## src/rtl/i2s_rx_stereo.sv

```systemverilog
// I2S receiver: oversamples async bclk/lrclk/sdata and deserialises each stereo frame into
// WIDTH-bit left-justified LEFT/RIGHT samples with a one-clock sample_valid pulse.
module i2s_rx_stereo #(
  parameter int unsigned WIDTH       = 18,
  parameter int unsigned SYNC_STAGES = 2
) (
  input  logic             clock,
  input  logic             reset,
  input  logic             i2s_bclk,
  input  logic             i2s_lrclk,
  input  logic             i2s_sdata,
  output logic [WIDTH-1:0] LEFT,
  output logic [WIDTH-1:0] RIGHT,
  output logic             sample_valid,
  output logic             frame_err
);

  localparam int unsigned CntW = $clog2(WIDTH + 1);
  localparam logic [CntW-1:0] WidthCnt = CntW'(WIDTH);
  localparam logic [5:0] IdleMax = 6'd63;

  typedef enum logic [1:0] {StIdle, StSkip, StShift, StHold} state_e;

  logic [SYNC_STAGES-1:0] bclk_sync, lrclk_sync, sdata_sync;
  logic                   bclk_prev, lr_prev;
  logic                   bclk_s, lr_s, sdata_s;
  logic                   tick, lr_edge, timeout;
  logic [5:0]             idle_cnt_q;

  state_e                 state_q, state_d;
  logic [CntW-1:0]        bit_cnt_q, bit_cnt_d, bits_got;
  logic [WIDTH-1:0]       shreg_q, shreg_d, shreg_upd, bit_mask;
  logic                   side_q, side_d;
  logic [WIDTH-1:0]       left_hold_q, left_hold_d;
  logic [WIDTH-1:0]       left_d, right_d;
  logic                   valid_d, err_d;

  assign bclk_s  = bclk_sync[SYNC_STAGES-1];
  assign lr_s    = lrclk_sync[SYNC_STAGES-1];
  assign sdata_s = sdata_sync[SYNC_STAGES-1];
  assign tick    = bclk_s & ~bclk_prev;
  assign lr_edge = tick & (lr_s != lr_prev);
  assign timeout = tick & ~lr_edge & (idle_cnt_q == IdleMax);

  always_comb begin
    state_d     = state_q;
    bit_cnt_d   = bit_cnt_q;
    shreg_d     = shreg_q;
    side_d      = side_q;
    left_hold_d = left_hold_q;
    left_d      = LEFT;
    right_d     = RIGHT;
    valid_d     = 1'b0;
    err_d       = 1'b0;

    // Bits land at their final MSB-first position, so a short slot is already left-justified.
    bit_mask  = {1'b1, {(WIDTH-1){1'b0}}} >> bit_cnt_q;
    shreg_upd = (state_q == StShift && sdata_s) ? (shreg_q | bit_mask) : shreg_q;
    bits_got  = (state_q == StShift) ? bit_cnt_q + 1'b1 : bit_cnt_q;

    unique case (state_q)
      StIdle: begin
        if (lr_edge && !lr_s) begin
          state_d = StSkip;
          side_d  = 1'b0;
        end
      end
      // The lr_edge tick carried the previous slot's last bit; arm for the MSB before next tick.
      StSkip: begin
        state_d   = StShift;
        bit_cnt_d = '0;
        shreg_d   = '0;
      end
      StShift, StHold: begin
        if (lr_edge) begin
          err_d = (bits_got < WidthCnt);
          if (!side_q) begin
            left_hold_d = shreg_upd;
          end else begin
            left_d  = left_hold_q;
            right_d = shreg_upd;
            valid_d = 1'b1;
          end
          state_d   = StShift;
          bit_cnt_d = '0;
          shreg_d   = '0;
          side_d    = lr_s;
        end else if (timeout) begin
          state_d = StIdle;
        end else if (tick && state_q == StShift) begin
          shreg_d   = shreg_upd;
          bit_cnt_d = bits_got;
          if (bits_got == WidthCnt) state_d = StHold;
        end
      end
      default: state_d = StIdle;
    endcase
  end

  always_ff @(posedge clock or negedge reset) begin
    if (!reset) begin
      bclk_sync    <= '0;
      lrclk_sync   <= '0;
      sdata_sync   <= '0;
      bclk_prev    <= 1'b0;
      lr_prev      <= 1'b0;
      idle_cnt_q   <= '0;
      state_q      <= StIdle;
      bit_cnt_q    <= '0;
      shreg_q      <= '0;
      side_q       <= 1'b0;
      left_hold_q  <= '0;
      LEFT         <= '0;
      RIGHT        <= '0;
      sample_valid <= 1'b0;
      frame_err    <= 1'b0;
    end else begin
      bclk_sync  <= {bclk_sync[SYNC_STAGES-2:0], i2s_bclk};
      lrclk_sync <= {lrclk_sync[SYNC_STAGES-2:0], i2s_lrclk};
      sdata_sync <= {sdata_sync[SYNC_STAGES-2:0], i2s_sdata};
      bclk_prev  <= bclk_s;
      if (tick) begin
        lr_prev <= lr_s;
        if (lr_edge) begin
          idle_cnt_q <= '0;
        end else if (idle_cnt_q != IdleMax) begin
          idle_cnt_q <= idle_cnt_q + 1'b1;
        end
      end
      state_q      <= state_d;
      bit_cnt_q    <= bit_cnt_d;
      shreg_q      <= shreg_d;
      side_q       <= side_d;
      left_hold_q  <= left_hold_d;
      LEFT         <= left_d;
      RIGHT        <= right_d;
      sample_valid <= valid_d;
      frame_err    <= err_d;
    end
  end

endmodule
```

## config.mk

```make
export PLATFORM = sky130hd
export DESIGN_NAME = i2s_rx_stereo
export DESIGN_NICKNAME = d
export VERILOG_FILES = /design/src/rtl/i2s_rx_stereo.sv
export SDC_FILE = /design/constraint.sdc
export NUM_CORES = 1
export LEC_CHECK = 0
export CORE_MARGIN = 2
export CORE_UTILIZATION = 51
export CTS_CLUSTER_DIAMETER = 120
export DETAILED_ROUTE_END_ITERATION = 6
export PLACE_DENSITY = 0.75
export SETUP_SLACK_MARGIN = 0.2
export SLEW_MARGIN = 20
export SYNTH_ARGS = -nofsm -noshare
export SYNTH_HDL_FRONTEND = slang
export SYNTH_SLANG_ARGS = --single-unit
```

## constraint.sdc

```tcl
create_clock -name clock -period 1.61 [get_ports clock]
set_clock_uncertainty 0.05 [all_clocks]
set_input_delay 0.161 -clock clock [delete_from_list [all_inputs] [get_ports clock]]
set_output_delay 0.161 -clock clock [all_outputs]
set_load 0.01 [all_outputs]
```

======== After elaboration in Yosys (flattened, before gate mapping) ========
Index checks and enable logic that the tools add are counted.
word-level totals
  word-level logic and storage cells ...... 81
  output and inout port bits .............. 38
  input bits .............................. 5
  register bits ........................... 96
cells by class
  shift-type cells ........................ 1
  reductions and logical operators ........ 15
  mux-type cells .......................... 26
  add/sub/neg operators ................... 2
  bitwise logic cells ..................... 8
  equality and inequality tests ........... 13
  $lt $le $gt $ge ......................... 1
operator list
  kind                                                                  count
  18-bit 2-to-1 mux                                                     4
  18-bit one-hot mux with 2 select lines                                1
  5-bit 2-to-1 mux                                                      4
  18-bit OR                                                             1
  18-bit by 5-bit right shift with 18-bit output, first input constant  1
  3-bit AND reduction                                                   5
  6-bit 2-to-1 mux                                                      2
  2-bit 2-to-1 mux                                                      5
  5-bit one-hot mux with 2 select lines                                 1
  4-bit != test, second input constant                                  2
  1-bit 2-to-1 mux                                                      7
  6-bit by 1-bit adder with 6-bit output, second input constant         1
  6-bit equality test, second input constant                            1
  3-bit != test, second input constant                                  2
  6-bit != test, second input constant                                  1
  2-bit one-hot mux with 3 select lines                                 1
  2-bit nonzero test                                                    3
  5-bit by 1-bit adder with 5-bit output, second input constant         1
  5-bit equality test, second input constant                            1
  5-bit less-than comparator, second input constant                     1
  1-bit AND                                                             4
  2-bit equality test, second input constant                            2
  2-bit != test, second input constant                                  2
  1-bit logical AND                                                     3
  other kinds (8)                                                       10

======== Depth between registers and ports, before layout ========
Gate-level depths: netlist of run 1.
  depth after elaboration ................. 9
  mapped depth ............................ 8
  depth with buffers taken out ............ 7

======== Worst setup path before layout of run 1 ========
OpenSTA, ideal clock, no wires.
  path type ............................... reg-to-reg
  from .................................... register bit_cnt_q[0]
  to ...................................... register frame_err
  period minus slack after synthesis ...... 1,776 ps
  data arrival time ....................... 1,607 ps
  required time ........................... 1,441 ps
  setup time .............................. 119 ps
  path buffers ............................ 0
  slack ................................... -166 ps
  stages on the path, launching flop included .. 7
  cells stage by stage .................... dfrtp_1 ha_1 ha_1 mux2_2 a21oi_1 a211oi_1 o21a_1
on the way
  cells in the longest elaborated chain, start to end .. 5
RTL lines
  what                                    RTL line  source
  from (decl)                             31        logic [CntW-1:0] bit_cnt_q, bit_cnt_d, bits_got;
  from (signal assigned)                  131       bit_cnt_q <= bit_cnt_d;
  5-bit by 1-bit adder with 5-bit output  59        bits_got = (state_q == StShift) ? bit_cnt_q + 1'b1 : bit_cnt_q;
  5-bit 2-to-1 mux *                      59
  5-bit less-than comparator *            76        err_d = (bits_got < WidthCnt);
  1-bit 2-to-1 mux *                      75        if (lr_edge) begin
  1-bit 2-to-1 mux *                      61        unique case (state_q)
  net err_d                               36        logic valid_d, err_d;
  to (signal assigned)                    138       frame_err <= err_d;
  to (decl)                               15        output logic frame_err
The timed path passes the listed nets; every way through them passes the cells marked *.
A chain may end at the register's enable or synchronous reset.

======== Final worst setup path of run 1 ========
  from .................................... register lrclk_sync[1]
  to ...................................... register LEFT[5]
on the way
  cells in the longest elaborated chain, start to end .. 3
RTL lines
  what                                  RTL line  source
  from (decl)                           24        logic [SYNC_STAGES-1:0] bclk_sync, lrclk_sync, sdata_sync;
  from (signal assigned)                119       lrclk_sync <= {lrclk_sync[SYNC_STAGES-2:0], i2s_lrclk};
  1-bit != test                         42        assign lr_edge = tick & (lr_s != lr_prev);
  1-bit AND                             42
  3-bit AND reduction (no source line)  -
  to (signal assigned)                  135       LEFT <= left_d;
  to (decl)                             12        output logic [WIDTH-1:0] LEFT,
No other way between the ends.

==> impl_metrics.csv, run 1 <==
group,metric,value,unit
outcome,status,"finished with violations",
outcome,violations,"setup timing",
route,drtIter0Drc,148,
timing,fin_ws,-0.114,ns
logic_synthesis,synth_area_leaders,"dfrtp_1 59%, mux2_4 4.8%, a21oi_1 4.4%",
finish,nets,487,
setup_path,cp_top_family,"flip-flops",
finish,final_layout_size_suffix_gt1_share,49.4,%
clock_tree,cts_inserted_buffers,9,
setup_path,reg2reg_depth,6,
logic_synthesis,synthDistinctLibCells,46,
logic_synthesis,synth_common_cells,"96 x dfrtp_1, 45 x nor2_1, 38 x nand2_1, 36 x a21oi_1, 30 x o21ai_0",
route,drt_first_pass_iters,4,
logic_synthesis,syn_nets,377,
clock_tree,cts_max_level,3,
logic_synthesis,synth_top_area_cell,"dfrtp_1",
logic_synthesis,syn_inst,365,
global_route,track_usage,24.4,%
finish,multiInputGateArea,0.00222,mm^2
setup_path,cpMaxStageDelayCell,"dfrtp_1",
route,vias,3305,
clock_tree,cts_tree,"done",
placement,place_ws,-0.0877,ns
route,wirelength,11.0,mm
global_route,grt_start_max_net_pins,57,
logic_synthesis,synthFlopType,"dfrtp_1",
timing,period_minus_slack,1.72,ns
pwr,p_per_area,1380,mW/mm^2
route,ant_nets,0,
pwr,peakVddDrop,730,uV
global_route,grt_overflow,0,
pwr,p_sw_share,35.9,%
floorplan,dieArea,0.00873,mm^2
logic_synthesis,seq_area_frac_synth,58.9,%
setup_path,worstReg2RegEnd,"LEFT[5]",
global_route,antenna_found_initial,0,
clock_tree,clk_latency,0.37,ns
placement,hpwl,6.11,mm
logic_synthesis,ys.warnings.count,0,
setup_path,r2r_start,"lrclk_sync[1]",
setup_path,required,1.82,ns
logic_synthesis,syn_area_per_cell,11.2,um^2
logic_synthesis,synth.cell_area,0.00408,mm^2
clock_tree,clock-sinks,96,
finish,diodes,0,
clock_tree,clock_path_buffers,2,
timing,drv_slew,0,
global_route,grt_pass1_vias,3347,
pwr,p_leak,2.85,nW
pwr,p_int,5.38,mW
timing,max_freq,0.580,GHz
clock_tree,clkTransAtPathRegs,0.10,ns
timing,setup_tns,-4.88,ns
pwr,clock_power_share,19.9,%
floorplan,fp.dieH,93.5,um
pwr,p_comb_share,38.8,%
finish,area_delta_synth_final,48.9,%
logic_synthesis,yosys.area.top_type_share,58.9,%
setup_path,end_kind,"flip-flop",
finish,regArea,0.00241,mm^2
floorplan,core,0.00773,mm^2
route,route.detailed.drc,0,
timing,hold_viol,0,
logic_synthesis,yosysMostFrequentCell,"dfrtp_1",
pwr,seqPwrFrac,41.4,%
logic_synthesis,async_reset_ff_share,100,%
setup_path,max_stage_delay,0.41,ns
pwr,p_switching,3.01,mW
route,via_per_inst,5.68,
timing,finalCritPeriodShare,107,%
logic_synthesis,synth-seq-cells,96,
setup_path,cp.arrival,1.94,ns
timing,setup_viol,77,
timing,worst_pin_slew,0.739,ns
placement,place_congestion,0.863,
clock_tree,root_buffer,"clkbuf_8",
floorplan,initial_core_util,52.8,%
setup_path,crit_buf_inv,2,
route,wire_per_inst,18.9,um
setup_path,cp_max_fo,8,
floorplan,io_pins,43,
global_route,grt_pass1_wl,16.5,mm
timing,grt_setup_unrepaired,"yes",
setup_path,r2r_slack,-0.11,ns
finish,nFillCells,432,
logic_synthesis,synth_edf_count,0,
setup_path,critical_path_class,"flip-flop to flip-flop",
setup_path,start_kind,"flip-flop",
floorplan,dieWidth,93.5,um
placement,numPortBuffers,42,
setup_path,crit_chain,"buf_6 -> xor2_4 -> and3_4 -> buf_12 -> nand2_8 -> mux2_4",
job,cap_violations,0,
min_path,hp-class,"input pin to asynchronous set/reset pin",
timing,slew_headroom,50.7,%
floorplan,row_count,32,
## per-stage QoR
| stage | util (%) | power [mW] | area, um^2 | cells | hold WS (ns) |
|---|---|---|---|---|---|
| after floorplan | - | 4.94 | 4330 | 365 | -0.185 |
| after CTS | 74.6 | 8.04 | 5760 | 579 | 0.108 |
| after detailed placement | 67.1 | 6.24 | 5180 | 547 | -0.0373 |
| final | 78.7 | 8.39 | 6080 | 582 | 0.110 |
| after global placement | 67.1 | 6.14 | 5180 | 547 | -0.0379 |
| after global routing | 78.7 | 8.80 | 6080 | 582 | 0.122 |
## worst max-delay path by stage
stage	slack, ns	endpoint	start	cells past startpoint
detailed placement	-0.09	state_q[0]	idle_cnt_q[1]	6
CTS	-0.07	idle_cnt_q[5]	lr_prev	6
global route	-0.19	bit_cnt_q[2]	lr_prev	8
finish	-0.11	LEFT[5]	lrclk_sync[1]	6
floorplan	-0.05	idle_cnt_q[5]	idle_cnt_q[1]	6
global placement	-0.06	state_q[0]	lr_prev	6
## logic make-up after synthesis
kind of cell | synth area share (%)
AOI/OAI and AO/OA | 14.9
xor gates and xnor gates | 0.828
adders and majority gates | 2.15
buffers and inverters | 3.49
DFF | 58.9
muxes | 6.71
and+or+nand+nor | 13.1
## state kept, by name (all words and copies together), names as in the netlist
register,flops
RIGHT,18
sdata_sync,2
bclk_sync,2
lr_prev,1
frame_err,1
sample_valid,1
state_q,2
side_q,1
shreg_q,18
left_hold_q,18
lrclk_sync,2
bclk_prev,1
bit_cnt_q,5
LEFT,18
idle_cnt_q,6
## routing by layer
layer	vias up	routed length, um	track usage (%)
met3	33	518	3.46
met4	0	357	9.93
met1	1656	4550	31.8
met5	-	0	0
li1	1512	-	-
met2	104	5560	41.2
## placed cells by master, fill, tap and decap left out, types with 12 or more instances in the layout
| master | Yosys | routed |
|---|---|---|
| o21ai_2 | 0 | 19 |
| buf_4 | 3 | 42 |
| nand2_2 | 0 | 12 |
| dlygate4sd2_1 | 0 | 38 |
| a21oi_2 | 6 | 30 |
| buf_6 | 5 | 22 |
| nor2_1 | 45 | 27 |
| dfrtp_1 | 96 | 93 |
| nor2_4 | 0 | 14 |
| mux2_4 | 13 | 19 |
| nand2_1 | 38 | 22 |
## repair_timing
| action | 4_1_cts | 5_1_grt |
|---|---|---|
| pin swaps | 27 | 30 |
| cloned | 5 | 1 |
| endpoints found under the hold margin | 96 | 0 |
| endpoints found under the setup margin | 124 | 86 |
| setup buffers | 10 | 2 |
| gates resized for setup | 107 | 68 |
| hold buffers | 1 | 0 |
## worst reg2reg max path: cells and delay by family, from the launching register on
kind | cells | cell delay [ns]
simple gates | 2 | 0.35
flops | 1 | 0.41
xor+xnor | 1 | 0.16
buf+inv | 2 | 0.28
mux | 1 | 0.36
## cell type report
class | count | share of cell area, %
clock inverter | 7 | 1.42
sequential | 96 | 39.6
multi-input combinational | 249 | 36.5
clock buffer | 9 | 2.04
tap | 102 | 2.10
inverter | 5 | 0.309
timing repair buffer | 114 | 18.1
## power by group through the flow
stage | Combinational, mW | Sequential [mW] | Clock [mW]
3_5_place_dp | 2.79 | 3.45 | 0
3_3_place_gp | 2.72 | 3.42 | 0
6_report | 3.25 | 3.47 | 1.67
5_1_grt | 3.47 | 3.54 | 1.80
2_1_floorplan | 1.42 | 3.52 | 0
4_1_cts | 2.92 | 3.44 | 1.68
No activity file was read; power rests on OpenSTA's default activity.
==> run 2: changes to the inputs <==
--- a/config.mk
+++ b/config.mk
@@ -6,12 +6,11 @@
 export NUM_CORES = 1
 export LEC_CHECK = 0
 export CORE_MARGIN = 2
-export CORE_UTILIZATION = 51
+export CORE_UTILIZATION = 56
 export CTS_CLUSTER_DIAMETER = 120
 export DETAILED_ROUTE_END_ITERATION = 6
-export PLACE_DENSITY = 0.75
+export PLACE_DENSITY = 0.78
 export SETUP_SLACK_MARGIN = 0.2
-export SLEW_MARGIN = 20
 export SYNTH_ARGS = -nofsm -noshare
 export SYNTH_HDL_FRONTEND = slang
 export SYNTH_SLANG_ARGS = --single-unit
==> constraint.sdc (replaced) <==
create_clock -name clock -period 1.8 [get_ports clock]
set_clock_uncertainty 0.05 [all_clocks]
set_input_delay 0.18 -clock clock [delete_from_list [all_inputs] [get_ports clock]]
set_output_delay 0.18 -clock clock [all_outputs]
set_load 0.01 [all_outputs]
==> run 2 against run 1 <==
The flow still finishes with violations (setup timing). Non-clock buffer count fell by 9. Sequential share of layout area rose by 0.10 points. Sequential cell count is the same. Clock power down 16%. Final area shrank 0.21%. Via count grew 8.5%. Sequential power decreased by 7.8%. Critical path depth is 1 higher. Die area fell by 8.6%. Final cell count down 2.6%. Largest cell class unchanged. Largest power group unchanged.
==> impl_metrics.csv, run 2 (same netlist as run 1, synthesis figures left out) <==
group,metric,value,unit
setup_path,cp_max_fo,3,
setup_path,crit_cells,7,
finish,mostFrequentLayoutCells,"92 x dfrtp_1, 37 x clkdlybuf4s50_1, 37 x buf_4",
clock_tree,root_buffer,"clkbuf_8",
clock_tree,clk_latency,0.37,ns
job,cap_violations,0,
floorplan,initial_core_util,57.2,%
route,vias,3586,
timing,finalCritPeriodShare,103,%
setup_path,r2r_start,"bit_cnt_q[0]",
finish,final_layout_size_suffix_gt1_share,47.0,%
timing,hold_viol,0,
timing,worst_pin_slew,0.487,ns
finish,final_common_cell,"dfrtp_1",
timing,grt_setup_unrepaired,"yes",
clock_tree,clock_path_buffers,2,
pwr,power.total,7.71,mW
placement,place_ws,0.00320,ns
timing,fin_ws,-0.0545,ns
setup_path,startpoint,"bit_cnt_q[0]",
setup_path,start_kind,"flip-flop",
placement,place_congestion,0.867,
route,route.detailed.drc,0,
setup_path,reg2reg_depth,7,
timing,setup_tns,-0.109,ns
route,drtIter0Drc,300,
timing,slew_headroom,67.5,%
global_route,grt_overflow,0,
min_path,hp-class,"input pin to flip-flop",
timing,max_freq,0.539,GHz
floorplan,dieWidth,89.4,um
setup_path,end_kind,"flip-flop",
floorplan,dieArea,0.00799,mm^2
clock_tree,clkTransAtPathRegs,0.10,ns
floorplan,fp.dieH,89.4,um
setup_path,max_stage_delay,0.43,ns
clock_tree,cts_tree,"done",
pwr,p_leak,2.73,nW
clock_tree,clock-sinks,96,
finish,diodes,0,
placement,hpwl,5.74,mm
pwr,p_per_area,1270,mW/mm^2
setup_path,cp_top_family,"adder cells",
global_route,track_usage,24.8,%
route,wirelength,13.5,mm
floorplan,core,0.00714,mm^2
placement,numPortBuffers,42,
global_route,grt_pass1_vias,3034,
finish,nets,475,
finish,nFillCells,319,
setup_path,critical_path_class,"flip-flop to flip-flop",
clock_tree,cts_max_level,3,
timing,setup_viol,3,
setup_path,critPathMostFrequentCell,"ha_4",
placement,place_area,0.00480,mm^2
pwr,peakVddDrop,784,uV
timing,drv_slew,0,
min_path,min_path_cells,1,
setup_path,required,1.99,ns
floorplan,io_pins,43,
route,via_per_inst,6.32,
setup_path,cp.arrival,2.04,ns
finish,fin_area,0.00607,mm^2
global_route,grt_start_max_net_pins,47,
route,ant_nets,0,
global_route,antenna_found_initial,0,
timing,period_minus_slack,1.85,ns
global_route,grt_pass1_wl,14.8,mm
floorplan,row_count,31,
route,drt_first_pass_iters,5,
route,wire_per_inst,23.8,um
outcome,violations,"setup timing",
setup_path,cpMaxStageDelayCell,"dfrtp_2",
timing,holdWs,0.199,ns
outcome,status,"finished with violations",
min_path,hold_start,"i2s_sdata",
setup_path,crit_buf_inv,1,
setup_path,crit_chain,"ha_4 -> ha_4 -> nand4_1 -> nor3_2 -> a21oi_4 -> buf_4 -> o41ai_2",
clock_tree,cts_inserted_buffers,9,
finish,area_delta_synth_final,48.6,%
==> run 2: cell count changes in the layout (fill, tap and decap cells not counted), sizes merged <==
cell / previous run / this run
clkbuf: 9 / 13
nand2: 42 / 39
buf: 72 / 59
clkinv: 2 / 3
clkdlybuf4s50: 3 / 37
bufinv: 1 / 0
inv: 8 / 9
dlygate4sd2: 38 / 0
dlymetal6s2s: 0 / 4
clkinvlp: 1 / 0
==> run 2: final cells by class <==
type	count	area [um^2]	area share, %
multi-input cells	246	2190	36.1
well taps	99	124	2.04
inverters	5	18.8	0.309
clock inverters	7	62.6	1.03
clock buffers	9	124	2.04
repair buffers	105	1140	18.8
flip-flops and latches	96	2410	39.7
==> run 2: report_power, final <==
group | switching [mW] | internal (mW) | total, mW
sequential | 0.519 | 2.68 | 3.20
combinational | 1.52 | 1.60 | 3.12
clock | 0.864 | 0.535 | 1.40
==> run 2: routing by layer <==
layer	vias up	share of wire, %	track usage [%]	wire length, um
li1	1488	-	-	-
met1	1803	36	33.5	4880
met2	233	51	40.3	6850
met3	62	7.8	5.26	1050
met4	0	5.2	8.28	697
met5	-	0	0	0
==> run 2: final timing paths <==
path / endpoint / slack, ns
setup / recovery: state_q[0] / -0.05
hold / removal: sdata_sync[0] / 0.20
setup reg to reg: state_q[0] / -0.05
hold reg to reg: bclk_sync[1] / 0.31
max in group asynchronous: lr_prev / 0.78
min in group asynchronous: RIGHT[1] / 0.26
==> run 2: worst register-to-register path, cell delays in order (launching register included) <==
cell     delay, ns
dfrtp_2       0.43
ha_4          0.17
ha_4          0.27
nand4_1       0.10
nor3_2        0.21
a21oi_4       0.06
buf_4         0.14
o41ai_2       0.29
==> run 2: repair_timing <==
item                       4_1_cts  5_1_grt
hold endpoints to repair        32        0
setup endpoints to repair       73       84
buffers inserted                17       10
resized for setup               32      160
gates cloned                     3        7
hold buffers                     1        0
pin swaps                       15       49
==> run 2: per-stage QoR <==
step                utilization [%]  cells
finish                         85.0    567
detailed placement             67.3    513
CTS                            74.4    550
global route                   85.0    567
floorplan                         -    365
global placement               67.3    513
==> run 3: changes to the inputs <==
--- a/config.mk
+++ b/config.mk
@@ -8,6 +8,7 @@
 export CORE_MARGIN = 2
 export CORE_UTILIZATION = 56
 export CTS_CLUSTER_DIAMETER = 120
+export CTS_CLUSTER_SIZE = 12
 export DETAILED_ROUTE_END_ITERATION = 6
 export PLACE_DENSITY = 0.78
 export SETUP_SLACK_MARGIN = 0.2
==> constraint.sdc (replaced) <==
create_clock -name clock -period 1.71 [get_ports clock]
set_clock_uncertainty 0.05 [all_clocks]
set_input_delay 0.171 -clock clock [delete_from_list [all_inputs] [get_ports clock]]
set_output_delay 0.171 -clock clock [all_outputs]
set_load 0.01 [all_outputs]
==> run 3 against run 2 <==
The run still ends with setup timing left. Final cell count is 1.9% higher. Register-to-register slack worse by 0.02 ns. Critical path depth is 1 lower. Clock power is 25% higher. Worst hold slack worse by 0.010 ns. First-iteration DRC count is 41% higher. Wire length is 4.2% higher. Core utilization is 1.8 points higher. Maximum frequency is 4.0% higher. Sequential share of layout area is 0.82 points lower. Highest routed layer unchanged.
==> impl_metrics.csv, run 3 (same netlist as run 1, synthesis figures left out) <==
group,metric,value,unit
route,ant_nets,0,
finish,final_layout_size_suffix_gt1_share,49.3,%
clock_tree,root_buffer,"clkbuf_8",
finish,nFillCells,310,
clock_tree,clock-sinks,96,
pwr,seqPwrFrac,40.4,%
timing,slew_headroom,67.4,%
pwr,clock_power_share,21.1,%
clock_tree,cts_tree,"done",
timing,setup_tns,-0.778,ns
finish,fin_area,0.00619,mm^2
timing,max_freq,0.561,GHz
global_route,grt_start_max_net_pins,42,
pwr,peakVddDrop,756,uV
pwr,p_sw_share,36.2,%
timing,hold_viol,0,
route,drtIter0Drc,422,
finish,mostFrequentLayoutCells,"93 x dfrtp_1, 44 x buf_4, 30 x dlymetal6s2s_1",
route,via_per_inst,6.32,
placement,hpwl,6.00,mm
setup_path,max_stage_delay,0.49,ns
clock_tree,cts_max_level,3,
timing,setup_viol,34,
placement,numPortBuffers,42,
timing,period_minus_slack,1.78,ns
finish,nets,486,
pwr,p_per_area,1340,mW/mm^2
route,wirelength,14.0,mm
timing,drv_slew,0,
setup_path,cp.arrival,2.03,ns
floorplan,fp.dieH,89.4,um
floorplan,row_count,31,
finish,area_delta_synth_final,51.7,%
setup_path,cpMaxStageDelayCell,"dfrtp_2",
global_route,grt_overflow,0,
finish,final_common_cell,"dfrtp_1",
clock_tree,cts_inserted_buffers,9,
route,vias,3651,
setup_path,required,1.96,ns
job,cap_violations,0,
timing,holdWs,0.189,ns
global_route,track_usage,27.3,%
floorplan,dieWidth,89.4,um
finish,diodes,0,
global_route,antenna_found_initial,0,
clock_tree,clock_path_buffers,2,
pwr,p_switching,3.00,mW
clock_tree,clkTransAtPathRegs,0.11,ns
floorplan,io_pins,43,
route,wire_per_inst,24.3,um
global_route,grt_pass1_wl,16.4,mm
setup_path,start_kind,"flip-flop",
placement,place_ws,-0.0484,ns
pwr,p_int,5.28,mW
min_path,hp-class,"input pin to flip-flop",
setup_path,crit_chain,"xor2_4 -> and3_4 -> and2b_4 -> clkbuf_16 -> nor2_2 -> a21oi_2",
timing,grt_setup_unrepaired,"yes",
setup_path,end_kind,"flip-flop",
outcome,violations,"setup timing",
timing,finalCritPeriodShare,104,%
setup_path,cp_max_fo,7,
finish,final_core_util,86.7,%
floorplan,initial_core_util,57.2,%
pwr,p_comb_share,38.5,%
placement,place_congestion,0.838,
outcome,status,"finished with violations",
route,route.detailed.drc,0,
global_route,grt_pass1_vias,3371,
timing,fin_ws,-0.0725,ns
floorplan,core,0.00714,mm^2
placement,place_area,0.00498,mm^2
pwr,p_leak,3.20,nW
setup_path,critical_path_class,"flip-flop to flip-flop",
clock_tree,clk_latency,0.37,ns
timing,worst_pin_slew,0.488,ns
floorplan,dieArea,0.00799,mm^2
route,drt_first_pass_iters,7,
run 3: cell type report:
type	count	area, um^2	share of cell area [%]
flip-flops and latches	96	2410	38.9
multi-input cells	246	2120	34.2
repair buffers	116	1290	20.9
clock buffers	10	138	2.22
well taps	99	124	2.00
clock inverters	6	91.3	1.48
inverters	5	18.8	0.303
run 3: worst max-delay path: cells and delay by family, from the launching register on:
| family | cells | cell delay [ns] |
|---|---|---|
| AOI/OAI and AO/OA | 1 | 0.15 |
| xor gates and xnor gates | 1 | 0.21 |
| DFF | 1 | 0.49 |
| buffers and inverters | 1 | 0.22 |
| and+or+nand+nor | 3 | 0.61 |
run 3: layer usage:
metal	global-route usage [%]	wire [um]
met3	6.28	1050
met1	33.8	5160
met2	45.8	7000
met5	0	0
met4	12.1	833
run 3: repair_timing:
| action | in CTS | in global routing |
|---|---|---|
| hold endpoints to repair | 26 | 0 |
| gates resized for setup | 75 | 119 |
| endpoints found under the setup margin | 88 | 113 |
| hold buffers | 1 | 0 |
| pin swaps | 22 | 17 |
| cloned | 5 | 3 |
| setup buffers | 16 | 14 |
run 3: stage by stage:
stage / std cells / total power, mW
after detailed placement: 523 / 5.67
after global placement: 523 / 5.55
after floorplan: 365 / 4.59
after CTS: 561 / 7.64
final: 578 / 8.28
after global routing: 578 / 8.56
run 3: final timing paths:
kind	startpoint	end	slack [ns]	cells after the start
worst max-delay path	lrclk_sync[1]	left_hold_q[6]	-0.07	6
worst min-delay path	i2s_bclk	bclk_sync[0]	0.19	1
worst max register to register	lrclk_sync[1]	left_hold_q[6]	-0.07	6
worst min register to register	sdata_sync[0]	sdata_sync[1]	0.30	0
max in group asynchronous	reset	RIGHT[14]	0.80	3
min in group asynchronous	reset	shreg_q[1]	0.25	2
run 3: power groups by stage:
stage	registers (mW)	clock network, mW	logic, mW
after floorplan	3.31	0	1.28
after global placement	3.21	0	2.34
after detailed placement	3.24	0	2.42
after CTS	3.22	1.68	2.74
after global routing	3.38	1.85	3.33
final	3.34	1.75	3.19
==> edit (flow settings as in run 2) <==
Encoding of `state_e`: now one-hot (4 bits for 4 states).
--- a/src/rtl/i2s_rx_stereo.sv
+++ b/src/rtl/i2s_rx_stereo.sv
@@ -19,7 +19,7 @@
   localparam logic [CntW-1:0] WidthCnt = CntW'(WIDTH);
   localparam logic [5:0] IdleMax = 6'd63;
 
-  typedef enum logic [1:0] {StIdle, StSkip, StShift, StHold} state_e;
+  typedef enum logic [3:0] {StIdle = 4'b0001, StSkip = 4'b0010, StShift = 4'b0100, StHold = 4'b1000} state_e;
 
   logic [SYNC_STAGES-1:0] bclk_sync, lrclk_sync, sdata_sync;
   logic                   bclk_prev, lr_prev;
Check against the original RTL: same outputs for any inputs over 10 cycles, from zero or initial values and one cycle with reset low; not proved beyond that.
==> edit against run 2 <==
- the flow still finishes with violations (negative setup slack)
- sequential cell count rose by 2
- via count fell by 3.4%
- synthesized cell count fell by 2.5%
- cell count rose by 1.1%
- setup slack got worse by 0.20 ns
- synthesized area rose by 2.5%
- final area rose by 2.2%
- wire length fell by 4.0%
- highest routed layer unchanged
Power is not compared: it rests on default switching activity, and its combinational part moved more than twofold at a synthesized area within 25%.
==> edit: results (changes against run 2) <==
stage	metric	value	unit	change
logic_synthesis	synth_area_leaders	dfrtp_1 (58%), mux2_2 (9.1%), a21oi_1 (3.7%)		
routing	met3_length	621	um	-41%
routing	routed-wl-met2	7020	um	+2.4%
place	placed_cells	531		+3.5%
cells_and_area	buffer_area_frac	0.212		+0.0244
grt	grt_max_degree	41		-13%
place	place_ws	-0.216	ns	-0.220 ns
critical_path	arrival	2.28	ns	+0.24 ns
place	place_congestion	0.877		+1.2%
routing	wl_met1	4930	um	+1.1%
grt	met3_usage	0.0426		-0.0101
logic_synthesis	synth.mux.area_fraction	0.0939		+0.0267
grt	grt_pass1_vias	3361		+11%
logic_synthesis	synthXorXnorAreaFrac	0.0143		+0.00607
logic_synthesis	yosysSeqAreaShare	0.586		-0.00235
logic_synthesis	synthTopCellsByCount	dfrtp_1 (97), mux2_2 (34), a21oi_1 (31), nand2_1 (31), o21ai_0 (22)		
clocking	cts_setup_buffers	4		-13
grt	grt_pass1_wl	16800	um	+14%
run_status	violations	negative setup slack		
cells_and_area	num-nonclk-buffers	121		+15%
logic_synthesis	synthCells	356		-2.5%
routing	post_drt_via_cell_ratio	6.05		-4.4%
run_status	outcome	finished with violations		
sta	setup_viol	81		+78
sta	worst_slack	-0.258	ns	-0.204 ns
logic_synthesis	syn_nets	368		-2.4%
clocking	clk_latency	0.39	ns	+0.02 ns
cells_and_area	instances_no_fill	573		+1.1%
critical_path	critPathSlowestCell	dfrtp_1		
critical_path	worstPathMaxFanout	6		+3
grt	grt_usage	0.261		+0.0126
cells_and_area	fill_cells	336		+5.3%
-- edit: cell types whose count changed after synthesis, sizes merged, moves of 11 or more --
| cell | run 2 | this run |
|---|---|---|
| mux2 | 20 | 34 |
| nand3 | 3 | 14 |
| nor2 | 45 | 18 |
| a21oi | 42 | 31 |
-- edit: final timing paths --
check	slack [ns]	depth (start not counted)	end	from
hold reg to reg	0.31	0	sdata_sync[1]$_DFF_PN0_	sdata_sync[0]$_DFF_PN0_
setup reg to reg	-0.26	7	LEFT[16]$_DFFE_PN0P_	state_q[2]$_DFFE_PN0P_
max in group asynchronous	0.77	3	state_q[0]$_DFFE_PN1P_	reset
min in group asynchronous	0.21	2	RIGHT[6]$_DFFE_PN0P_	reset
setup / recovery	-0.26	7	LEFT[16]$_DFFE_PN0P_	state_q[2]$_DFFE_PN0P_
hold / removal	0.19	1	sdata_sync[0]$_DFF_PN0_	i2s_sdata
